File: config.mk
export PLATFORM = sky130hd
export DESIGN_NAME = axi_slave_mem_arb
export DESIGN_NICKNAME = d
export VERILOG_FILES = /design/src/rtl/axi_slave_mem_arb.sv
export SDC_FILE = /design/constraint.sdc
export NUM_CORES = 1
export LEC_CHECK = 0
export ABC_AREA = 1
export CORE_MARGIN = 4
export CORE_UTILIZATION = 25
export DETAILED_ROUTE_END_ITERATION = 10
export PLACE_DENSITY = 0.56
export SLEW_MARGIN = 20
export SYNTH_ARGS = -nofsm -noshare
export SYNTH_HDL_FRONTEND = slang
export SYNTH_SLANG_ARGS = --single-unit
File: constraint.sdc
create_clock -name clk -period 8.27 [get_ports clk]
set_clock_uncertainty 0.2 [all_clocks]
set_input_delay 1.654 -clock clk [delete_from_list [all_inputs] [get_ports clk]]
set_output_delay 1.654 -clock clk [all_outputs]
set_load 0.1 [all_outputs]
File: src/rtl/axi_slave_mem_arb.sv
// axi_slave_mem_arb: arbitrates the write-path and read-path command streams of
// the AXI slave onto one single-port memory stub. Grants are same-cycle
// valid/ready handshakes; the winning command is registered onto the memory port
// one cycle later and read data returns in order two cycles after acceptance.
module axi_slave_mem_arb #(
    parameter int ADDR_BITS  = 24,
    parameter int DATA_BITS  = 64,
    parameter bit WR_PRIO    = 1'b0,
    parameter int STARVE_MAX = 4
) (
    input  logic                   clk,
    input  logic                   reset,
    input  logic                   wr_req,
    input  logic [ADDR_BITS-1:0]   wr_addr,
    input  logic [DATA_BITS-1:0]   wr_data,
    input  logic [DATA_BITS/8-1:0] wr_bsel,
    output logic                   wr_ready,
    input  logic                   rd_req,
    input  logic [ADDR_BITS-1:0]   rd_addr,
    output logic                   rd_ready,
    output logic                   rd_valid,
    output logic [DATA_BITS-1:0]   rd_data,
    output logic                   mem_wr,
    output logic                   mem_rd,
    output logic [ADDR_BITS-1:0]   mem_addr,
    output logic [DATA_BITS-1:0]   mem_din,
    output logic [DATA_BITS/8-1:0] mem_bsel,
    input  logic [DATA_BITS-1:0]   mem_dout,
    output logic [31:0]            wr_cnt,
    output logic [31:0]            rd_cnt,
    output logic                   idle
);

    localparam int         BSEL_BITS  = DATA_BITS / 8;
    localparam logic [7:0] STARVE_LIM = 8'(STARVE_MAX);

    // Which side won the most recent transfer; drives round-robin tie-breaks.
    typedef enum logic {
        GNT_RD = 1'b0,
        GNT_WR = 1'b1
    } gnt_e;

    gnt_e                 last_gnt_q, last_gnt_d;
    logic [7:0]           starve_cnt_q, starve_cnt_d;
    logic                 mem_wr_q, mem_wr_d;
    logic                 mem_rd_q, mem_rd_d;
    logic                 rd_valid_q, rd_valid_d;
    logic [ADDR_BITS-1:0] mem_addr_q, mem_addr_d;
    logic [DATA_BITS-1:0] mem_din_q, mem_din_d;
    logic [BSEL_BITS-1:0] mem_bsel_q, mem_bsel_d;
    logic [31:0]          wr_cnt_q, wr_cnt_d;
    logic [31:0]          rd_cnt_q, rd_cnt_d;

    logic wr_gnt;
    logic rd_gnt;

    // Grant decision: a lone requester always wins; ties use the configured policy.
    always_comb begin
        // NOTE: every signal assigned in a combinational block gets a default first,
        // so no path leaves it unassigned and no latch is inferred.
        wr_gnt = 1'b0;
        rd_gnt = 1'b0;
        if (wr_req && rd_req) begin
            if (WR_PRIO) begin
                if (starve_cnt_q == STARVE_LIM) rd_gnt = 1'b1;
                else                            wr_gnt = 1'b1;
            end else begin
                if (last_gnt_q == GNT_RD) wr_gnt = 1'b1;
                else                      rd_gnt = 1'b1;
            end
        end else begin
            wr_gnt = wr_req;
            rd_gnt = rd_req;
        end
    end

    assign wr_ready = wr_gnt;
    assign rd_ready = rd_gnt;

    // Next-state: capture the granted command, advance counters and arbitration state.
    always_comb begin
        last_gnt_d   = last_gnt_q;
        starve_cnt_d = starve_cnt_q;
        mem_wr_d     = wr_gnt;
        mem_rd_d     = rd_gnt;
        rd_valid_d   = mem_rd_q;
        mem_addr_d   = mem_addr_q;
        mem_din_d    = mem_din_q;
        mem_bsel_d   = mem_bsel_q;
        wr_cnt_d     = wr_cnt_q;
        rd_cnt_d     = rd_cnt_q;

        if (wr_gnt) begin
            last_gnt_d = GNT_WR;
            mem_addr_d = wr_addr;
            mem_din_d  = wr_data;
            mem_bsel_d = wr_bsel;
            wr_cnt_d   = wr_cnt_q + 32'd1;
        end else if (rd_gnt) begin
            // Reads only move the address; din/bsel keep the last write payload.
            last_gnt_d = GNT_RD;
            mem_addr_d = rd_addr;
            rd_cnt_d   = rd_cnt_q + 32'd1;
        end

        // Starvation counter only matters under write priority; it saturates at the
        // limit, where the read is guaranteed to win the next tie.
        if (!WR_PRIO || !rd_req || rd_gnt) begin
            starve_cnt_d = 8'd0;
        end else if (starve_cnt_q != STARVE_LIM) begin
            starve_cnt_d = starve_cnt_q + 8'd1;
        end
    end

    // State register; reset drops any read in flight along with the strobes.
    always_ff @(posedge clk or posedge reset) begin
        if (reset) begin
            last_gnt_q   <= GNT_RD;
            starve_cnt_q <= 8'd0;
            mem_wr_q     <= 1'b0;
            mem_rd_q     <= 1'b0;
            rd_valid_q   <= 1'b0;
            mem_addr_q   <= '0;
            mem_din_q    <= '0;
            mem_bsel_q   <= '0;
            wr_cnt_q     <= 32'd0;
            rd_cnt_q     <= 32'd0;
        end else begin
            // NOTE: non-blocking assignments here so every register samples the
            // pre-edge value of every other, independent of statement order.
            last_gnt_q   <= last_gnt_d;
            starve_cnt_q <= starve_cnt_d;
            mem_wr_q     <= mem_wr_d;
            mem_rd_q     <= mem_rd_d;
            rd_valid_q   <= rd_valid_d;
            mem_addr_q   <= mem_addr_d;
            mem_din_q    <= mem_din_d;
            mem_bsel_q   <= mem_bsel_d;
            wr_cnt_q     <= wr_cnt_d;
            rd_cnt_q     <= rd_cnt_d;
        end
    end

    assign mem_wr   = mem_wr_q;
    assign mem_rd   = mem_rd_q;
    assign mem_addr = mem_addr_q;
    assign mem_din  = mem_din_q;
    assign mem_bsel = mem_bsel_q;
    assign rd_valid = rd_valid_q;
    assign rd_data  = mem_dout;
    assign wr_cnt   = wr_cnt_q;
    assign rd_cnt   = rd_cnt_q;
    assign idle     = ~wr_req & ~rd_req & ~mem_wr_q & ~mem_rd_q & ~rd_valid_q;

endmodule

==> results of run 1 <==
-- layout make-up --
cell class | instances | share of cell area [%]
Tap cell | 396 | 4.39
Timing Repair Buffer | 295 | 25.9
Sequential cell | 164 | 36.3
Multi-Input combinational cell | 648 | 25.8
Clock buffer | 21 | 3.99
Clock inverter | 11 | 1.34
Inverter | 66 | 2.25
-- cells in the mapped netlist (2+ instances only) --
cell / count / area [µm²]
and2_1: 2 / 12.5
buf_2: 14 / 70.1
buf_4: 69 / 518
clkbuf_1: 7 / 26.3
dfrtp_1: 164 / 4100
ha_1: 2 / 25.0
inv_1: 64 / 240
nand2_1: 418 / 1570
nand2_2: 7 / 43.8
nand3_1: 75 / 375
nand3b_1: 4 / 30.0
nand4_1: 14 / 87.6
nor2_1: 59 / 221
nor2_2: 6 / 37.5
nor2_4: 3 / 33.8
nor3_1: 8 / 40.0
o21ai_0: 4 / 20.0
o21ai_1: 4 / 20.0
xnor2_1: 17 / 149
xor2_1: 19 / 166
-- report_power, final --
part           switching, mW  internal, mW  leakage (nW)
sequential            0.0711         0.899          2.04
clock                  0.353         0.485         0.280
combinational          0.916         0.271          2.90
-- worst reg2reg max path, delay by kind of cell, from the launching register on --
| kind | cells | cell delay (ns) |
|---|---|---|
| buffers and inverters | 3 | 1.29 |
| and+or+nand+nor | 5 | 0.95 |
| DFF | 1 | 0.38 |
| xor gates and xnor gates | 1 | 0.15 |
-- sequential cells by signal, summed over array words and instances (netlist names) --
name and flops:
wr_cnt 32, mem_rd 1, rd_valid 1, mem_din 64, mem_bsel 8, mem_wr 1, last_gnt_q 1, rd_cnt 32
mem_addr 24
-- stage by stage --
| stage | cell area (µm²) | utilization, % | instances |
|---|---|---|---|
| after detailed placement | 10700 | 34.7 | 1569 |
| final | 11300 | 36.6 | 1601 |
| after global routing | 11300 | 36.6 | 1601 |
| after global placement | 10700 | 34.7 | 1569 |
| after CTS | 11300 | 36.6 | 1601 |
| after floorplan | 7890 | - | 970 |
-- layout by cell type (no fill, tap or decap), drive strengths merged --
master,count
bufinv,3
and3,1
nand3,75
clkdlybuf4s50,287
ha,2
buf,8
xor2,19
nor3,9
dfrtp,164
nand2,425
clkinv,4
o21ai,8
clkbuf,21
nor4,1
xnor2,18
nand3b,4
nand4,14
a21boi,1
nor2,68
and2,2
clkinvlp,4
nor3b,1
inv,66
-- layer usage --
metal / global-route usage [%] / share of wire [%]
met2: 23.3 / 48
met5: 0 / 0
met3: 4.96 / 7.7
met4: 4.87 / 2.1
met1: 17.4 / 42
-- cells by family (layout without fill, tap and decap cells) --
kind of cell	Yosys count	after routing	synth area share [%]
AO/OA/AOI/OAI	9	9	0.746
buffers and inverters	158	393	11.1
AND/OR/NAND/NOR	600	600	31.5
flip-flops	164	164	52.0
XOR/XNOR	37	37	4.21
adder cells (fa/ha/maj)	2	2	0.317
-- path summary, 6_finish.rpt --
path | endpoint | slack, ns | cells past startpoint
worst max-delay path | idle | 2.33 | 6
worst min-delay path | rd_valid | 0.23 | 0
worst max register to register | wr_cnt[22] | 5.18 | 9
worst min register to register | rd_valid | 0.23 | 0
max in group asynchronous | mem_addr[8] | 5.24 | 3
min in group asynchronous | mem_din[25] | 1.37 | 2
==> results.md, run 1 <==
- Post-synth EDFFs: 0
- Top FF cell, synth: dfrtp_1
- Routability Congestion: around 0.85
- Area of the multi-input gates: approximately 2900 µm²
- Syn-to-layout area delta: 43.3%
- H-tree depth: 4
- RSZ-0062 raised after global routing: no
- Slowest-stage cell, CP: clkdlybuf4s50_1
- Remaining DRCs: 0
- # setup viols final: 0
- CTS buffer count: 17
- Gr ovfl total: 0
- Cell area after synthesis: between 7000 and 8000 µm²
- Arrival time at the worst endpoint: 4.08 ns
- CTS-repair resized insts: 0
- Mapped Cells: 970
- FMAX: 0.168 GHz
- Critical Path Sink Type: primary output
- Clock root cell: clkbuf_16
- Critical R2R Launch: last_gnt_q
- Startpoint type of the worst setup path: primary input
- DR pass1 iterations: 4
- CP startpoint: wr_req
- Kind of critical path: primary input to primary output
- Clk_lat worst skew: approximately 0.44 ns
- Max incr delay on CP: 1.19 ns
- Filler cell count: between 3000 and 4000
- Post-DP HPWL: 17.5 mm
- Status: finished clean
- Fin Setup TNS: 0 ns
- Max FO, Critical Path: 25
- Clk sinks: about 160
- Power Total: about 3.0 mW
- Clk pin slew, worst setup/hold paths: 0.06 ns
- Part of the cycle the worst path needs: between 70% and 80%
- Register area: ~4100 µm²
- Synthesized area per cell: between 8 and 9 µm²
- Nets: about 1400
- First-pass GRT wire length: roughly 38 mm
- Die height: ~190 µm
- Post-DR wirelength/cell: between 15 and 20 µm
- Hold_ws: roughly 0.23 ns
- Peak supply drop: 0.136 mV
- Row count: between 60 and 70
- Vias in the first global route: around 6900
- Worst hold path class: flop to flop
- I/O Pins: between 400 and 500
- Net count after synthesis: approximately 1200
- Initial Utilization: between 20 and 30%
- CTS tree: built
- Post-layout min period: 5.94 ns
- Synthesized flop and latch total: between 150 and 200
- Pin slew with the least headroom to its limit: about 1.1 ns
- WP data required: roughly 6.4 ns
- Worst path most repeated cell: clkdlybuf4s50_1
- Tot GR Track Use: approximately 14%
- DRT antenna net count: 0
- Crit path buf inv count: 4
- Layout cell share with drive strength beyond 1: roughly 5.0%
- Max Cap Viol: 0
- Largest net degree at the start of global routing: 70
- Hold_buf cts: 0
- Die Wd: 186 µm
- Die area: between 30000 and 40000 µm²
- Vias: 6909
- Final slew viol count: 0
- Worst slew margin: 29.6%
- Initial antenna violation count: 0
- Crit path max-delay family: buffers and inverters
- Setup ws final: ~2.3 ns
- DR vias/cell: about 4.3
- Worst-path cell chain: clkdlybuf4s50_1 -> nor2_2 -> buf_4 -> inv_1 -> nor4_1 -> clkdlybuf4s50_1
- CTS max path bufs: 2
- Register area share after synthesis: between 50% and 60%
- IO buf count: roughly 290
- Hold_sp: mem_rd
- PwrDens: roughly 270 nW/µm²
- Final Hold Fails: 0
- Total Wirelength: ~24 mm
- Pleak: 5.22 nW
- Placeable Area: roughly 31000 µm²
- Yosys cell types: 30
- Async SR Flop Fraction: 100%
- Setup Fix Bufs, Post-CTS: 0
- Yosys warning count: 0
- DR iter-0 viols: just over 400
- N_diodes: 0
- Post-Place Worst Slack: 2.33 ns
No activity file was read; power rests on OpenSTA's default activity.
==> run 2, diff against run 1 <==
PLACE_DENSITY = 0.58   (was 0.56)
clock period = 5.4 ns   (was 8.27 ns; I/O delays follow)
==> results.md, run 2 (synthesis gave the netlist of run 1 again) <==
- Critical Path Sink Type: primary output
- Clk_lat worst skew: 0.42 ns (-0.02 ns)
- Power Total: 4.56 mW (+52%)
- Non-filler instance count after layout: 1603 (+0.12%)
- Remaining DRCs: 0 (unchanged)
- IO buf count: 289 (unchanged)
- Switching power: 2.06 mW (+54%)
- Post-layout min period: about 4.1 ns
- Leading cell type in the layout, fill and taps excluded: nand2_1
- First-pass GRT wire length: 37.9 mm (-1.1%)
- Clk sinks: 164 (unchanged)
- Kind of critical path: primary input to primary output
- Row count: 64 (unchanged)
- CTS-repair resized insts: 0 (unchanged)
- # setup viols final: 0 (unchanged)
- PwrDens: 402 nW/µm² (+52%)
- Nets: 1384 (+0.14%)
- DR pass1 iterations: 4 (unchanged)
- Setup Fix Bufs, Post-CTS: 0 (unchanged)
- Grt met2 use: 23.4% (+0.13 points)
- DR vias/cell: 4.28 (-0.89%)
- Die Wd: 186 µm (unchanged)
- Arrival time at the worst endpoint: 2.86 ns (-1.22 ns)
- DP Cell Count: 1571 (+0.13%)
- P_int: 2.50 mW (+51%)
- Part of the cycle the worst path needs: around three quarters
- Tot GR Track Use: 13.9% (-0.27 points)
- H-tree depth: 4 (unchanged)
- CTS buffer count: 17 (unchanged)
- Largest net degree at the start of global routing: 83 (+19%)
- Fin Setup TNS: 0 ns (unchanged)
- Layout cell share with drive strength beyond 1: 5.55% (+0.57 points)
- Startpoint type of the worst setup path: primary input
- DR iter-0 viols: 313 (-24%)
- Initial antenna violation count: 1 (+1)
- DRT antenna net count: 0 (unchanged)
- Largest register FFs: 64 (unchanged)
- Die height: 186 µm (unchanged)
- WP data required: 4.12 ns (-2.30 ns)
- Seq pwr share: 32.6% (+0.2 points)
- Status: finished clean
- Critical R2R Launch: last_gnt_q
- I/O Pins: 418 (unchanged)
- Clock network power share: 27.4% (-0.6 points)
- Clk pin slew, worst setup/hold paths: 0.06 ns (about the same)
- Hold_ws: 0.227 ns (-0.00169 ns)
- Clock root cell: clkbuf_16
- Syn-to-layout area delta: 43.8%
- Post-DR wirelength/cell: 15.3 µm (+0.44%)
- Hold endpoint: rd_valid
- Hold path cells: 0 (unchanged)
- Die area: 34400 µm² (unchanged)
- Vias in the first global route: 6851 (-0.67%)
- Pin slew with the least headroom to its limit: 1.07 ns (+0.0169 ns)
- Pleak: 5.26 nW (+0.65%)
- FMAX: 0.242 GHz
- Commonest non-fill, non-tap cells in the layout: nand2_1, clkdlybuf4s50_1, dfrtp_1
- Worst hold path class: flop to flop
- Worst slew margin: 28.5% (-1.1 points)
- Setup ws final: 1.26 ns (-1.07 ns)
- Final slew viol count: 0 (unchanged)
- R2R Setup Slk: 2.67 ns (-2.51 ns)
- Hold_sp: mem_rd
- N_diodes: 0 (unchanged)
- Post-Place Worst Slack: 1.17 ns (-1.16 ns)
- CTS tree: built
- Max Cap Viol: 0 (unchanged)
- Most used routing layer: met2
- RSZ-0062 raised after global routing: no
- Final Hold Fails: 0 (unchanged)
- Gr ovfl total: 0 (unchanged)
- Sw Ratio: 45.2% (+0.47 points)
- Placeable Area: 30800 µm² (unchanged)
- Max FO, Critical Path: 46 (+84%)
- Post-DP HPWL: 17.6 mm (+0.45%)
- Vias: 6856 (-0.77%)
- Total Wirelength: 24.5 mm (+0.57%)
- Initial Utilization: 25.6% (unchanged)
- Global Route met3 Usage: 4.16% (-0.80 points)
- Reg2Reg Capture Point: mem_addr[8]
- CTS max path bufs: 2 (unchanged)
- Peak supply drop: 0.197 mV (+44%)
- Hold_buf cts: 0 (unchanged)
- Routability Congestion: 0.818 (-3.9%)
- R2R depth: 7 (-2)
- Comb power frac: 40.0% (+0.4 points)
- Met1 usage: 17.1% (-0.37 points)
run 2: worst max-delay path by stage:
stage / from / end / slack [ns]
CTS: rd_req / wr_ready / 1.22
global placement: rd_req / mem_addr[5] / 1.22
detailed placement: rd_req / mem_addr[8] / 1.17
finish: rd_req / wr_ready / 1.26
floorplan: rd_req / idle / 0.94
global route: rd_req / wr_ready / 1.14
run 2: stage by stage:
step / instance area [µm²] / util, %
global route: 11300 / 36.8
CTS: 11300 / 36.8
detailed placement: 10800 / 34.9
global placement: 10800 / 34.9
finish: 11300 / 36.8
floorplan: 7900 / -
run 2: power groups by stage:
stage | Clock, mW | Combinational [mW] | Sequential, mW
6_report | 1.25 | 1.82 | 1.49
5_1_grt | 1.35 | 1.90 | 1.51
4_1_cts | 1.31 | 1.84 | 1.49
3_5_place_dp | 0 | 1.84 | 1.51
3_3_place_gp | 0 | 1.83 | 1.51
2_1_floorplan | 0 | 0.477 | 2.58
run 2: worst max-delay path: stages:
cell,delay (ns)
clkdlybuf4s50_1,0.46
buf_4,0.32
nand2_1,0.15
nand2_4,0.45
clkinv_2,0.19
buf_12,0.21
run 2: per-layer routing:
layer | vias to the layer above | routed length, µm
li1 | 3371 | -
met1 | 3201 | 10500
met2 | 237 | 11700
met3 | 45 | 1770
met4 | 2 | 555
met5 | - | 13
run 2: final cells by class:
class                           count  area (µm²)
Fill cell                        3108       19500
Tap cell                          396         495
Clock inverter                     14         151
Timing Repair Buffer              297        2980
Multi-Input combinational cell    648        2920
Clock buffer                       18         439
Sequential cell                   164        4100
Inverter                           66         253
==> run 3, diff against run 2 <==
PLACE_DENSITY = 0.56   (was 0.58)
clock period = 3.9 ns   (was 5.4 ns; I/O delays follow)
==> results.md, run 3 (synthesis gave the netlist of run 1 again) <==
- Initial antenna violation count: 1 (unchanged)
- Vias: 6829 (-0.39%)
- Largest net degree at the start of global routing: 93 (+12%)
- Max Cap Viol: 0 (unchanged)
- Filler cell count: 3144 (+1.2%)
- Worst hold path class: flop to flop
- WP data required: 2.92 ns (-1.20 ns)
- Clk pin slew, worst setup/hold paths: 0.06 ns (about the same)
- I/O Pins: 418 (unchanged)
- Syn-to-layout area delta: 44.5%
- Placeable Area: 30800 µm² (unchanged)
- Commonest non-fill, non-tap cells in the layout: nand2_1, clkdlybuf4s50_1, dfrtp_1
- Tot GR Track Use: 14.0% (+0.057 points)
- Fin util: 36.9% (+0.16 points)
- H-tree depth: 4 (unchanged)
- Post-layout min period: around 3.1 ns
- Max FO, Critical Path: 16 (-65%)
- Post-DP HPWL: 17.6 mm (+0.39%)
- Final Hold Fails: 0 (unchanged)
- Die area: 34400 µm² (unchanged)
- Routability Congestion: 0.843 (+3.1%)
- Hold_ws: 0.229 ns (+0.00231 ns)
- Vias in the first global route: 6994 (+2.1%)
- Critical Path Sink Type: primary output
- N_diodes: 0 (unchanged)
- Layout cell share with drive strength beyond 1: 5.79% (+0.24 points)
- CTS max path bufs: 2 (unchanged)
- Startpoint type of the worst setup path: primary input
- Part of the cycle the worst path needs: 80.3%
- Kind of critical path: primary input to primary output
- # setup viols final: 0 (unchanged)
- RSZ-0062 raised after global routing: no
- Row count: 64 (unchanged)
- Final slew viol count: 0 (unchanged)
- Initial Utilization: 25.6% (unchanged)
- Post-Layout Inst Area: 11400 µm² (+0.43%)
- Fin Setup TNS: 0 ns (unchanged)
- Post-DR wirelength/cell: 15.2 µm (-0.76%)
- DR pass1 iterations: 5 (+1)
- Clk sinks: 164 (unchanged)
- Power Total: 6.42 mW (+41%)
- Total Wirelength: 24.4 mm (-0.70%)
- Hold_buf cts: 0 (unchanged)
- Leading cell type in the layout, fill and taps excluded: nand2_1
- Area after DPL: 10800 µm² (+0.19%)
- Die Wd: 186 µm (unchanged)
- Post-Place Worst Slack: 0.685 ns (-0.482 ns)
- Worst slew margin: 30.1% (+1.6 points)
- Largest register FFs: 64 (unchanged)
- Die height: 186 µm (unchanged)
- CTS-repair resized insts: 0 (unchanged)
- Peak supply drop: 0.242 mV (+23%)
- Gr ovfl total: 0 (unchanged)
- DR iter-0 viols: 324 (+3.5%)
- CTS buffer count: 17 (unchanged)
- DR vias/cell: 4.26 (-0.46%)
- FMAX: around 0.32 GHz
- Setup Fix Bufs, Post-CTS: 0 (unchanged)
- PwrDens: 564 nW/µm² (+40%)
- Pin slew with the least headroom to its limit: 1.05 ns (-0.0244 ns)
- DRT antenna net count: 0 (unchanged)
- Nets: 1385 (+0.072%)
- Arrival time at the worst endpoint: 2.15 ns (-0.71 ns)
- DP Cell Count: 1572 (+0.064%)
- Setup ws final: 0.767 ns (-0.494 ns)
- Non-filler instance count after layout: 1604 (+0.062%)
- Pleak: 5.28 nW (+0.48%)
- IO buf count: 289 (unchanged)
- R2R Setup Slk: 1.75 ns (-0.92 ns)
- First-pass GRT wire length: 38.2 mm (+0.84%)
- Clk_lat worst skew: 0.42 ns (about the same)
- Remaining DRCs: 0 (unchanged)
- CTS tree: built
- Status: finished clean
- Clock root cell: clkbuf_16
run 3: changes by cell type in the layout (fill, tap and decap cells not counted), moves of 2 or more:
cell / change
buf_12: +2
buf_4: +3
clkdlybuf4s50_1: -4
clkinv_2: -3
inv_8: +3
run 3: worst max-delay path, stage by stage:
cell and delay [ns]:
clkdlybuf4s50_1 0.57, nand2_1 0.12, nand2_4 0.08, clkinv_2 0.30, buf_12 0.30
run 3: final timing paths:
kind	start	to	depth (start not counted)
max	rd_req	wr_ready	5
min	mem_rd	rd_valid	0
max reg2reg	last_gnt_q	mem_din[44]	6
min reg2reg	mem_rd	rd_valid	0
max in group asynchronous	reset	mem_din[55]	3
min in group asynchronous	reset	mem_din[14]	3
run 3: routing by layer:
| metal | vias to the layer above | part of all wire [%] | GRT usage [%] |
|---|---|---|---|
| met5 | - | 0.033 | 0 |
| met4 | 2 | 2.4 | 4.75 |
| met3 | 39 | 7.2 | 4.26 |
| met2 | 208 | 49 | 23.7 |
| met1 | 3206 | 42 | 16.9 |
| li1 | 3374 | - | - |
run 3: area by class of cell:
class | count | area (µm²) | area share (%)
Timing Repair Buffer | 298 | 3010 | 26.4
Clock buffer | 18 | 429 | 3.77
Sequential cell | 164 | 4100 | 36.0
Multi-Input combinational cell | 648 | 2910 | 25.6
Tap cell | 396 | 495 | 4.35
Clock inverter | 14 | 190 | 1.67
Inverter | 66 | 253 | 2.22
run 3: power breakdown:
part	switching (mW)	total, mW	internal (mW)
sequential	0.157	2.06	1.91
clock	0.793	1.83	1.03
combinational	1.94	2.53	0.585
==> edit 1: new RTL, settings of run 1 <==
`WR_PRIO`: 1'b0 -> 1'b1.
--- a/src/rtl/axi_slave_mem_arb.sv
+++ b/src/rtl/axi_slave_mem_arb.sv
@@ -5,7 +5,7 @@
 module axi_slave_mem_arb #(
     parameter int ADDR_BITS  = 24,
     parameter int DATA_BITS  = 64,
-    parameter bit WR_PRIO    = 1'b0,
+    parameter bit WR_PRIO    = 1'b1,
     parameter int STARVE_MAX = 4
 ) (
     input  logic                   clk,
Check against the original RTL: not equivalent (Yosys sat finds a counterexample within 4 cycles, from zero or initial values and one cycle with reset high).
==> edit 1 against run 1 <==
  * Sequential cell count up 7
  * Synthesized area is 4.5% higher
  * Clock power shrank 6.4%
  * Wire length rose by 2.3%
  * Final area grew 3.3%
  * Setup slack worse by 0.24 ns
  * Total power decreased by 3.7%
  * Combinational power decreased by 8%
  * Non-clock buffer count decreased by 2
  * Count of clock-buffer cells in the layout did not move
  * Critical endpoint is now wr_ready
  * Largest power group unchanged
==> edit 1: results (changes against run 1) <==
Outcome -> complete, no violations (unchanged)
Routing usage on met1 -> 17.8% (was 17.4%)
Adder-Cell Fraction of Synth Area -> 0.607% (was 0.317%)
Share of synthesized area occupied by flip-flops and latches -> 51.9% (was 52.0%)
Arrival @ worst endpoint -> 4.33 ns (was 4.08 ns)
First-pass GRT wire length -> 39400 um (was 38300 um)
Final weighted congestion in routability-driven placement -> 0.806 (was 0.851)
Place WS -> 2.05 ns (was 2.33 ns)
Fraction of met2 tracks used by global routing -> 22.2% (was 23.3%)
Post-synthesis cell count -> 1032 (was 970)
Net switching fraction of the power -> 43.8% (was 44.7%)
Non-clk bufs -> 293 (was 295)
Met3 usage in global routing -> 4.83% (was 4.96%)
Clk sink count -> 171 (was 164)
Share of the synthesized area in compound gates (AO/OA/AOI/OAI) -> 0.288% (was 0.746%)
Final net count -> 1442 (was 1382)
Slew at the pin with the worst max-slew slack -> 1.06 ns (was 1.05 ns)
Cell area after layout -> 0.0117 mm^2 (was 0.0113 mm^2)
Data buffer area share -> 25.1% (was 25.9%)
Ranking of synthesized cells by area -> dfrtp_1 (52%), nand2_1 (21%), buf_4 (6.2%) (was dfrtp_1 (52%), nand2_1 (20%), buf_4 (6.6%))
Pin count of the biggest net entering global routing -> 104 (was 70)
Routed wire per std cell -> 14.6 um (was 15.2 um)
Number of multi-input logic gates -> 713 (was 648)
Nets in the synthesized netlist -> 1224 (was 1160)
PortBufs -> 289 (unchanged)
Via/cell ratio -> 4.21 (was 4.32)
Number of DRC markers in iteration 0 -> 322 (was 410)
Global router's overall resource usage -> 13.7% (was 14.2%)
Share of final layout cell area taken by clock buffers and inverters -> 4.84% (was 5.33%)
Library cells used by synthesis -> 25 (was 30)
Largest stage delay on the critical path -> 1.25 ns (was 1.19 ns)
Non-clk invs -> 54 (was 66)
Top post-synthesis cells by count -> nand2_1 (466), dfrtp_1 (171), nor2_1 (86) (was nand2_1 (418), dfrtp_1 (164), nand3_1 (75))
Synth Area in XOR/XNOR -> 3.93% (was 4.21%)
Number of filler cells placed in the layout -> 3413 (was 3148)
Max Fanout on Critical Path -> 53 (was 25)
Hpwl dp -> 17800 um (was 17500 um)
Share of the final layout cell area in sequential cells -> 36.7% (was 36.3%)
Total Routed Length -> 25000 um (was 24400 um)
Placed cell area -> 0.0111 mm^2 (was 0.0107 mm^2)
Number of global-route vias before repair -> 7116 (was 6897)
edit 1: changes by cell type in the layout (fill, tap and decap cells not counted), sizes merged, moves of 4 or more:
cell    before  now
buf          8    4
dfrtp      164  171
inv         66   54
nand2      425  470
nand3b       4    9
nor2        68   91
nor3         9    5
o21ai        8    1
xnor2       18   30
xor2        19    7
edit 1: cell families (layout without fill, tap and decap cells):
group           count (synthesis)  count (layout)
compound gates                  4               4
fa+ha+maj                       4               4
xor+xnor                       37              37
simple gates                  668             668
flops                         171             171
buf+inv                       148             378
edit 1: metal layers:
layer | wire (um) | share of wire (%)
met1 | 10900 | 44
met2 | 11800 | 47
met3 | 1930 | 7.7
met4 | 306 | 1.2
met5 | 0 | 0
edit 1: path summary, 6_finish.rpt:
| path | start | endpoint | slack (ns) | cells after the start |
|---|---|---|---|---|
| max in group asynchronous | reset | wr_cnt[31]$_DFFE_PP0N_ | 4.75 | 3 |
| worst min register to register | mem_rd$_DFF_PP0_ | rd_valid$_DFF_PP0_ | 0.23 | 0 |
| worst max register to register | starve_cnt_q[0]$_DFFE_PP0P_ | wr_cnt[4]$_DFFE_PP0N_ | 5.50 | 8 |
| worst min-delay path | mem_rd$_DFF_PP0_ | rd_valid$_DFF_PP0_ | 0.23 | 0 |
| worst max-delay path | wr_req | wr_ready | 2.09 | 5 |
| min in group asynchronous | reset | mem_din[5]$_DFFE_PP0N_ | 1.60 | 2 |
edit 1: power by group through the flow:
stage,Sequential (uW),Clock [uW],Combinational (uW)
CTS,1000,812,1110
global route,1020,844,1150
detailed placement,1020,0,1110
global placement,1010,0,1110
finish,1000,784,1100
floorplan,1650,0,305
==> edit 2: new RTL, config.mk and constraints of run 1 <==
Without the edit above. `mem_addr_q`, `mem_din_q` and `mem_bsel_q` no longer have a reset.
--- a/src/rtl/axi_slave_mem_arb.sv
+++ b/src/rtl/axi_slave_mem_arb.sv
@@ -120,9 +120,6 @@
             mem_wr_q     <= 1'b0;
             mem_rd_q     <= 1'b0;
             rd_valid_q   <= 1'b0;
-            mem_addr_q   <= '0;
-            mem_din_q    <= '0;
-            mem_bsel_q   <= '0;
             wr_cnt_q     <= 32'd0;
             rd_cnt_q     <= 32'd0;
         end else begin
@@ -133,12 +130,15 @@
             mem_wr_q     <= mem_wr_d;
             mem_rd_q     <= mem_rd_d;
             rd_valid_q   <= rd_valid_d;
-            mem_addr_q   <= mem_addr_d;
-            mem_din_q    <= mem_din_d;
-            mem_bsel_q   <= mem_bsel_d;
             wr_cnt_q     <= wr_cnt_d;
             rd_cnt_q     <= rd_cnt_d;
         end
+    end
+
+    always_ff @(posedge clk) begin
+        mem_addr_q <= mem_addr_d;
+        mem_din_q  <= mem_din_d;
+        mem_bsel_q <= mem_bsel_d;
     end
 
     assign mem_wr   = mem_wr_q;
Formal check against the unedited RTL: not equivalent (Yosys sat finds a counterexample within 4 cycles, from zero or initial values and one cycle with reset high).
==> edit 2 against run 1 <==
  * Global-route usage fell by 0.065 points
  * Sequential cell count is the same
  * Sequential power grew 2%
  * Critical endpoint is now rd_ready
  * Fmax rose by 3.1%
  * Wire length shrank 4.2%
  * Total power is 13% lower
  * Synthesized area fell by 7.4%
  * Final area decreased by 4.3%
  * Non-clock buffer count fell by 2
  * Clock power is essentially flat
  * Combinational power fell by 35%
  * Setup slack better by 0.18 ns
  * Hold slack lost 0.028 ns
==> edit 2: results (changes against run 1) <==
Total leakage power -> 0.00429 uW (was 0.00522 uW)
Nets in the synthesized netlist -> 916 (was 1160)
Global router's overall resource usage -> 14.1% (was 14.2%)
Peak VDD IR -> 0.150 mV (was 0.136 mV)
Number of DRC markers in iteration 0 -> 247 (was 410)
Fraction of met2 tracks used by global routing -> 24.1% (was 23.3%)
Hold slack -> 0.201 ns (was 0.229 ns)
CTS clock-pin slew for the worst setup and hold paths -> 0.08 ns (was 0.06 ns)
Share of synthesized area occupied by flip-flops and latches -> 62.8% (was 52.0%)
Number of vias in the routed layout -> 5679 (was 6909)
Pin count of the biggest net entering global routing -> 69 (was 70)
Slew at the pin with the worst max-slew slack -> 1.09 ns (was 1.05 ns)
Reg2Reg Depth -> 8 (was 9)
Relative contribution of sequential cells to total power -> 38.0% (was 32.4%)
Total Routed Length -> 23400 um (was 24400 um)
Top post-synthesis cells by count -> nand2_1 (249), edfxtp_1 (96), nor2_1 (73) (was nand2_1 (418), dfrtp_1 (164), nand3_1 (75))
Largest stage delay on the critical path -> 1.22 ns (was 1.19 ns)
Last element of the critical path -> rd_ready (was idle)
Count of flip-flops with a built-in enable after synthesis -> 96 (was 0)
Clock insertion delay at the later pin of the skew report -> 0.42 ns (was 0.44 ns)
Outcome -> complete, no violations (unchanged)
Met3 usage in global routing -> 3.90% (was 4.96%)
Internal Power -> 1570 uW (was 1660 uW)
Synth Area in XOR/XNOR -> 3.84% (was 4.21%)
Adder-Cell Fraction of Synth Area -> 0.343% (was 0.317%)
Library cells used by synthesis -> 26 (was 30)
Initial antenna violation count -> 1 (was 0)
Routing usage on met1 -> 17.1% (was 17.4%)
Arrival @ worst endpoint -> 3.91 ns (was 4.08 ns)
Max Fanout on Critical Path -> 18 (was 25)
Hpwl dp -> 17900 um (was 17500 um)
Worst reg2reg endpoint -> wr_cnt[17]$_DFFE_PP0N_ (was wr_cnt[22]$_DFFE_PP0N_)
## edit 2: stage by stage
| step | total power, uW | instances | worst slack [ns] | cell area, um^2 |
|---|---|---|---|---|
| 6_report | 2600 | 1363 | 2.51 | 10800 |
| 5_1_grt | 2710 | 1363 | 2.40 | 10800 |
| 4_1_cts | 2640 | 1363 | 2.47 | 10800 |
| 3_5_place_dp | 1790 | 1331 | 2.47 | 10200 |
| 3_3_place_gp | 1780 | 1331 | 2.49 | 10200 |
| 2_1_floorplan | 1710 | 726 | 1.22 | 7300 |
## edit 2: area by class of cell
class / instances / area (um^2)
inverter: 61 / 229
clock buffer: 17 / 425
tap: 384 / 480
timing repair buffer: 293 / 2920
sequential: 164 / 4580
fill: 2853 / 18000
clock inverter: 15 / 198
multi-input combinational: 429 / 1970
## edit 2: routing by layer
layer | share of wire, % | vias to the layer above
met3 | 8.8 | 45
met4 | 1.8 | 2
met5 | 0.051 | -
met2 | 49 | 215
li1 | - | 2739
met1 | 41 | 2678
